<file path="config.mk">
export PLATFORM = sky130hd
export DESIGN_NAME = eps_greedy_ctrl
export DESIGN_NICKNAME = d
export VERILOG_FILES = /design/src/rtl/eps_greedy_ctrl.sv
export SDC_FILE = /design/constraint.sdc
export NUM_CORES = 1
export LEC_CHECK = 0
export ABC_CLOCK_PERIOD_IN_PS = 3400
export BUFFER_PORTS_ARGS = -buffer_cell sky130_fd_sc_hd__buf_2
export CAP_MARGIN = 20
export CORE_MARGIN = 5
export CORE_UTILIZATION = 50
export DETAILED_ROUTE_END_ITERATION = 16
export PLACE_DENSITY = 0.79
export SLEW_MARGIN = 0
export SYNTH_ARGS = -nofsm -noshare
export SYNTH_HDL_FRONTEND = slang
export SYNTH_SLANG_ARGS = --single-unit
</file>
<file path="constraint.sdc">
create_clock -name clk -period 3.4 [get_ports clk]
set_clock_uncertainty 0.1 [all_clocks]
set_input_delay 0.17 -clock clk [delete_from_list [all_inputs] [get_ports clk]]
set_output_delay 0.17 -clock clk [all_outputs]
set_load 0.01 [all_outputs]
</file>
<file path="src/rtl/eps_greedy_ctrl.sv">
`default_nettype none
// +----------------------------------------------------------------------------+
// | Module      : eps_greedy_ctrl                                              |
// | Description : Epsilon-greedy action selector. Scans the Q-values of one    |
// |               state, tracks the signed argmax, and picks either the greedy |
// |               action or an LFSR-derived random action.                     |
// | Revision    : 1.0 - initial release                                        |
// +----------------------------------------------------------------------------+
module eps_greedy_ctrl #(
  parameter int          N_ACT     = 15,
  parameter int          ACT_W     = 4,
  parameter int          DATA_W    = 16,
  parameter int          STATE_W   = 8,
  parameter logic [15:0] LFSR_SEED = 16'hACE1
) (
  input  logic                      clk,
  input  logic                      rst_n,
  input  logic                      start,
  input  logic [STATE_W-1:0]        state_in,
  input  logic [7:0]                epsilon,
  output logic                      q_rd_en,
  output logic [STATE_W-1:0]        q_rd_state,
  output logic [ACT_W-1:0]          q_rd_act,
  input  logic signed [DATA_W-1:0]  q_rd_data,
  output logic                      busy,
  output logic                      done,
  output logic [ACT_W-1:0]          action_out,
  output logic signed [DATA_W-1:0]  q_max_out,
  output logic                      explore_out
);

  typedef enum logic [1:0] {
    S_IDLE = 2'd0,
    S_SCAN = 2'd1,
    S_LAST = 2'd2,
    S_DONE = 2'd3
  } state_t;

  localparam logic [ACT_W-1:0] LAST_ACT  = ACT_W'(N_ACT - 1);
  localparam logic [ACT_W:0]   N_ACT_EXT = (ACT_W+1)'(N_ACT);

  state_t                     state_q, state_d;
  logic [15:0]                lfsr_q, lfsr_d;
  logic [STATE_W-1:0]         st_q;
  logic [ACT_W-1:0]           act_cnt_q;
  logic                       rd_v_q;
  logic [ACT_W-1:0]           rd_idx_q;
  logic signed [DATA_W-1:0]   max_q;
  logic [ACT_W-1:0]           arg_q;
  logic                       expl_q;
  logic [ACT_W-1:0]           rnd_q;
  logic [ACT_W-1:0]           action_q;
  logic signed [DATA_W-1:0]   qmax_q;
  logic                       explore_q;

  logic                       w_accept;
  logic                       w_snap_explore;
  logic [ACT_W-1:0]           w_rnd_raw;
  logic [ACT_W:0]             w_rnd_sub;
  logic [ACT_W-1:0]           w_rnd;
  logic                       w_take;
  logic signed [DATA_W-1:0]   w_max_nxt;
  logic [ACT_W-1:0]           w_arg_nxt;

  // Fibonacci LFSR step (taps 16,14,13,11) plus the exploration snapshot and
  // the compare-pipeline next values.
  always_comb begin
    lfsr_d         = {lfsr_q[0] ^ lfsr_q[2] ^ lfsr_q[3] ^ lfsr_q[5], lfsr_q[15:1]};
    w_accept       = (state_q == S_IDLE) && start;
    w_snap_explore = (lfsr_q[7:0] < epsilon);
    w_rnd_raw      = lfsr_q[8 +: ACT_W];
    w_rnd_sub      = {1'b0, w_rnd_raw} - N_ACT_EXT;
    w_rnd          = ({1'b0, w_rnd_raw} >= N_ACT_EXT) ? w_rnd_sub[ACT_W-1:0] : w_rnd_raw;
    // First sample loads unconditionally; later ones only if strictly greater,
    // which keeps the lowest index on ties.
    w_take         = rd_v_q && ((rd_idx_q == '0) || (q_rd_data > max_q));
    w_max_nxt      = w_take ? q_rd_data : max_q;
    w_arg_nxt      = w_take ? rd_idx_q  : arg_q;
  end

  // FSM state register.
  always_ff @(posedge clk or negedge rst_n) begin
    if (!rst_n) begin
      state_q <= S_IDLE;
    end else begin
      state_q <= state_d;
    end
  end

  // FSM next-state and strobes.
  always_comb begin
    state_d = state_q;
    q_rd_en = 1'b0;
    busy    = 1'b0;
    done    = 1'b0;
    case (state_q)
      S_IDLE: begin
        if (start) state_d = S_SCAN;
      end
      S_SCAN: begin
        q_rd_en = 1'b1;
        busy    = 1'b1;
        if (act_cnt_q == LAST_ACT) state_d = S_LAST;
      end
      S_LAST: begin
        busy    = 1'b1;
        state_d = S_DONE;
      end
      S_DONE: begin
        busy    = 1'b1;
        done    = 1'b1;
        state_d = S_IDLE;
      end
      default: state_d = S_IDLE;
    endcase
  end

  // Datapath: LFSR, request latch, read counter, compare pipeline and results.
  always_ff @(posedge clk or negedge rst_n) begin
    if (!rst_n) begin
      lfsr_q    <= LFSR_SEED;
      st_q      <= '0;
      act_cnt_q <= '0;
      rd_v_q    <= 1'b0;
      rd_idx_q  <= '0;
      max_q     <= '0;
      arg_q     <= '0;
      expl_q    <= 1'b0;
      rnd_q     <= '0;
      action_q  <= '0;
      qmax_q    <= '0;
      explore_q <= 1'b0;
    end else begin
      lfsr_q   <= lfsr_d;
      rd_v_q   <= q_rd_en;
      rd_idx_q <= act_cnt_q;
      max_q    <= w_max_nxt;
      arg_q    <= w_arg_nxt;
      if (w_accept) begin
        st_q      <= state_in;
        expl_q    <= w_snap_explore;
        rnd_q     <= w_rnd;
        act_cnt_q <= '0;
      end else if (state_q == S_SCAN) begin
        act_cnt_q <= act_cnt_q + 1'b1;
      end
      // The final sample is folded in at the same edge that publishes results.
      if (state_q == S_LAST) begin
        qmax_q    <= w_max_nxt;
        action_q  <= expl_q ? rnd_q : w_arg_nxt;
        explore_q <= expl_q;
      end
    end
  end

  assign q_rd_state  = st_q;
  assign q_rd_act    = act_cnt_q;
  assign action_out  = action_q;
  assign q_max_out   = qmax_q;
  assign explore_out = explore_q;

endmodule
`default_nettype wire

</file>
* After elaboration in Yosys (flattened, before gate mapping)
Index checks and enable logic that the tools add are counted.
Storage, ports and cells: register bits 81, bits of input ports 35, output and inout port bits 36, logic and storage cells 47
Cells by class: add/subtract/negate cells 2, magnitude comparators 3, eq/ne operators 6, multiplexer cells 12, bitwise operators 3, reduce and logical (&&, ||, !) cells 8
Operator list (number):
- $mux 4 | 5
- $gt 16x16->1 | 1
- $mux 16 | 1
- $lt 8x8->1 | 1
- $pmux 2 s4 | 1
- $add 4x1->4 const B | 1
- $eq 2x2->1 const B | 2
- $eq 4x4->1 const B | 1
- $ge 4x4->1 const B | 1
- $logic_not 4->1 | 1
- $mux 2 | 2
- $ne 2x2->1 const B | 2
- $sub 4x4->4 const B | 1
- $mux 1 | 3
- $reduce_or 3->1 | 1
- $xor 1x1->1 | 3
- $eq 2x1->1 const B | 1
- $logic_and 1x1->1 | 2
- $logic_not 2->1 | 1
- $reduce_and 2->1 | 1
- $reduce_bool 2->1 | 1
- $logic_or 1x1->1 | 1

* Longest topological paths before layout
depth in word-level cells 5, mapped depth 10, mapped depth without buffers 9

* Worst setup path after synthesis
No wires, ideal clock.
path type reg-to-reg, from register max_q[5], to register qmax_q[6], in the netlist q_max_out[6], data arrival time 2.464 ns, path slack 0.711 ns, stages on the path, launching flop included 11, buffers on the path 1, clock period less this slack 2.689 ns, path through dfrtp_1 > inv_1 > ha_1 > a211o_1 > a221oi_2 > o21ba_2 > a211oi_2 > nor3b_4 > buf_6 > mux2_4 > mux2_4
On the way: word-level cells in the longest chain between the ends 4
Ends and longest elaborated chain:
- start, declared | RTL line 48 | logic signed [DATA_W-1:0] max_q;
- start signal, assigned | RTL line 137 | max_q <= w_max_nxt;
- $gt 16x16->1 | RTL line 76 | w_take = rd_v_q && ((rd_idx_q == '0) || (q_rd_data > max_q));
- $logic_or 1x1->1 | RTL line 76
- $logic_and 1x1->1 | RTL line 76
- $mux 16 | RTL line 77 | w_max_nxt = w_take ? q_rd_data : max_q;
- net w_max_nxt[6] | RTL line 62 | logic signed [DATA_W-1:0] w_max_nxt;
- end signal, assigned | RTL line 149 | qmax_q <= w_max_nxt;
- end, declared | RTL line 53 | logic signed [DATA_W-1:0] qmax_q;
The timed path passes the listed nets, and every way through them passes these cells. A chain may end at the register's enable or synchronous reset.

* Worst setup path after layout
from input port q_rd_data[5], to register qmax_q[4], in the netlist q_max_out[4]
On the way: word-level cells in the longest chain between the ends 4
Ends and longest elaborated chain:
- start, declared | RTL line 24 | input logic signed [DATA_W-1:0] q_rd_data,
- $gt 16x16->1 | RTL line 76
- $logic_or 1x1->1 | RTL line 76
- $logic_and 1x1->1 | RTL line 76
- $mux 16 | RTL line 77
- net w_max_nxt[4] | RTL line 62
The timed path passes the listed nets, and every way through them passes these cells.

==> results.ini <==
[critical_path]
crit_fanout=14
cp-start-kind=input port
worstPathArrival_ps=3160
required_ps=3530
worstSetupEndpointType=register
cp_cell_sequence=dlygate4sd3_1, buf_2, ha_1, a211o_1, a221oi_2, o21ba_2, a211oi_2, nor3b_4, buf_4, mux2_2, mux2_2
crit_path_frequent_cell=mux2_2
critical_path_class=input port to register
critPathSlowestCell=dlygate4sd3_1
max_stage_delay_ps=530
critical-path-top-delay-family=buffers and inverters
critical_path_buf_inv_count=3

[clock_tree]
clockBufferDepth=2
ctsHtreeMaxLevel=3
post_cts_resized=0
cts_tree=done
ctsHoldBuffers=24
post_cts_buffers=0
clk_latency_ps=350
cts.sinks=81
clockRootBuffer=clkbuf_8
path_clk_slew_ps=70
cts_buffers=9

[synth]
synth_area_per_cell_sq_um=12.8
synth_seq_cells=81
seq_area_frac_synth_pct=54.2
synth_nets=360
yosysUniqueCellTypes=43
synthCells=294
synth_edf_count=0
async_flop_share_pct=100
synth_top_family_by_area=multiplexers
syn_area_sq_um=3760
synth-compound-area-share_pct=7.85
synth_fa_ha_area_share_pct=10.3
synth-xor-area-share_pct=1.63
synth_simple_gate_area_share_pct=6.32
synth-main-ff-cell=dfrtp_1
ys_warn_count=0
synthMuxAreaShare_pct=15.1

[timing]
hold_slack_ps=23.4
fmax_mhz=330
fin_setup_tns_ps=0
setup_violations=0
fin_crit_ps=3030
rsz0062_at_grt=false
period_share_pct=89.2
relSlewSlack_pct=58.9
hold_viol=0
worst_slew_pin_slew_ps=615
drv_slew=0

[drt]
post_drt_via_cell_ratio=4.88
routedWlPerCell_microns=14.4
antenna_left=0
drt_iter0_drc=61
routed_wl_microns=7180
route.detailed.drc=0
vias=2436
dr.pass1.iters=6

[power]
power.leakage_nw=2.40
p_per_area_nw_per_um2=863
peakVddDrop_mv=0.475

[global_routing]
grt_antenna_before_repair=0
track_usage_pct=16.3
grt_pass1_wl_microns=12700
grt.overflow.total=0
grt_pass1_vias=2708
grt_max_degree=82

[final_layout]
final_layout_size_suffix_gt1_share_pct=34.8
n_fill_cell=596
num_antenna_cells=0
fin_util_pct=64.2
areaGrowthSynthToFinish_pct=24.5
nNetsFinal=461

[die]
start_util_pct=51.6
ios=71
die_y_microns=96.7
die_w_microns=96.7
core_area_sq_um=7290
fp-row-count=31
dieArea_sq_um=9350

[placed_design]
hpwlAfterDp_microns=5010
io_buffer_count=70
finalWeightedCongestion=0.753

[worst_hold_path]
hold_class=input port to register

[status]
status=complete, no violations

[run]
cap_violations=0

-- per-layer routing --
metal | GRT usage, % | up-vias | part of all wire (%)
met5 | 0 | - | 0
met4 | 4.86 | 0 | 0.38
met3 | 6.19 | 4 | 6.8
met2 | 26.4 | 64 | 49
met1 | 20.1 | 1160 | 44
li1 | - | 1208 | -
-- Yosys cell counts (2+ instances only) --
library cell  instances  area share [%]
o31a_1                4            0.93
dfstp_2               8             5.6
mux2i_1               6             1.6
inv_1                37             3.7
a21oi_1               5            0.67
o21ai_0              11             1.5
nand3_1               4            0.53
xnor2_1               3            0.70
nor2_1                4            0.40
a21o_1                6             1.2
ha_1                 31              10
mux2_4               18             7.2
a31oi_1               3            0.50
nor3_1                2            0.27
nand2_1              18             1.8
nand4_1               3            0.50
mux2_2               21             6.3
nor2b_1               5            0.83
clkbuf_1              5            0.50
xor2_1                4            0.93
dfrtp_1              73              49
and4_1                2            0.47
-- state kept, by name (all words and copies together) (netlist names), 8 cells and up --
name,count
q_max_out,16
max_q,16
lfsr_q,16
q_rd_state,8
-- cell families (layout without fill, tap and decap cells) --
family | after synthesis | after routing
AO/OA/AOI/OAI | 42 | 42
AND/OR/NAND/NOR | 44 | 44
adder cells (fa/ha/maj) | 31 | 31
buffers and inverters | 44 | 150
flip-flops | 81 | 81
XOR/XNOR | 7 | 7
multiplexers | 45 | 45
-- layout by cell type (no fill, tap or decap), types with 5 or more instances in the layout --
master	instances
dfrtp_1	73
o21ai_0	11
a21o_1	6
dlygate4sd3_1	24
ha_1	31
nand2_1	18
mux2_4	18
inv_1	37
nor2b_1	5
buf_2	69
a21oi_1	5
clkbuf_8	9
mux2_2	21
dfstp_2	8
mux2i_1	6
-- per-stage QoR --
stage,power (mW),instances,setup slack [ps],instance area [sq um]
after floorplan,2.83,294,711,3760
after global placement,3.27,458,606,4220
after detailed placement,3.35,458,468,4220
after CTS,4.09,498,367,4650
after global routing,4.36,499,232,4680
final,4.04,499,366,4680
-- power breakdown --
group | switching [mW] | internal (mW)
clock | 0.350 | 0.345
sequential | 0.214 | 1.33
combinational | 0.848 | 0.953
total | 1.41 | 2.62
-- worst paths after layout --
| check | from | endpoint | slack (ps) | cells after the start |
|---|---|---|---|---|
| setup / recovery | q_rd_data[5] | q_max_out[4] | 370 | 11 |
| hold / removal | q_rd_data[15] | max_q[15] | 20 | 2 |
| setup reg to reg | max_q[6] | q_max_out[4] | 460 | 10 |
| hold reg to reg | lfsr_q[14] | lfsr_q[13] | 270 | 0 |
| max in group asynchronous | rst_n | lfsr_q[11] | 2520 | 3 |
| min in group asynchronous | rst_n | q_max_out[9] | 80 | 2 |
-- worst register-to-register path, cell delays in order (launching register included) --
cell and delay, ps:
dfrtp_1 370, inv_1 50, ha_1 290, and4_1 260
nand4_1 120, o21ai_1 210, and4b_4 250, nor3b_4 210
buf_4 300, mux2_2 390, mux2_2 270
-- final cells by class --
| type | count | area (sq um) | share of cell area [%] |
|---|---|---|---|
| Clock inverter | 5 | 63.8 | 1.36 |
| Tap cell | 99 | 124 | 2.65 |
| Sequential cell | 81 | 2040 | 43.5 |
| Inverter | 37 | 139 | 2.97 |
| Timing Repair Buffer | 97 | 636 | 13.6 |
| Multi-Input combinational cell | 169 | 1550 | 33.1 |
| Clock buffer | 11 | 131 | 2.81 |
No activity file was read; power rests on OpenSTA's default activity.
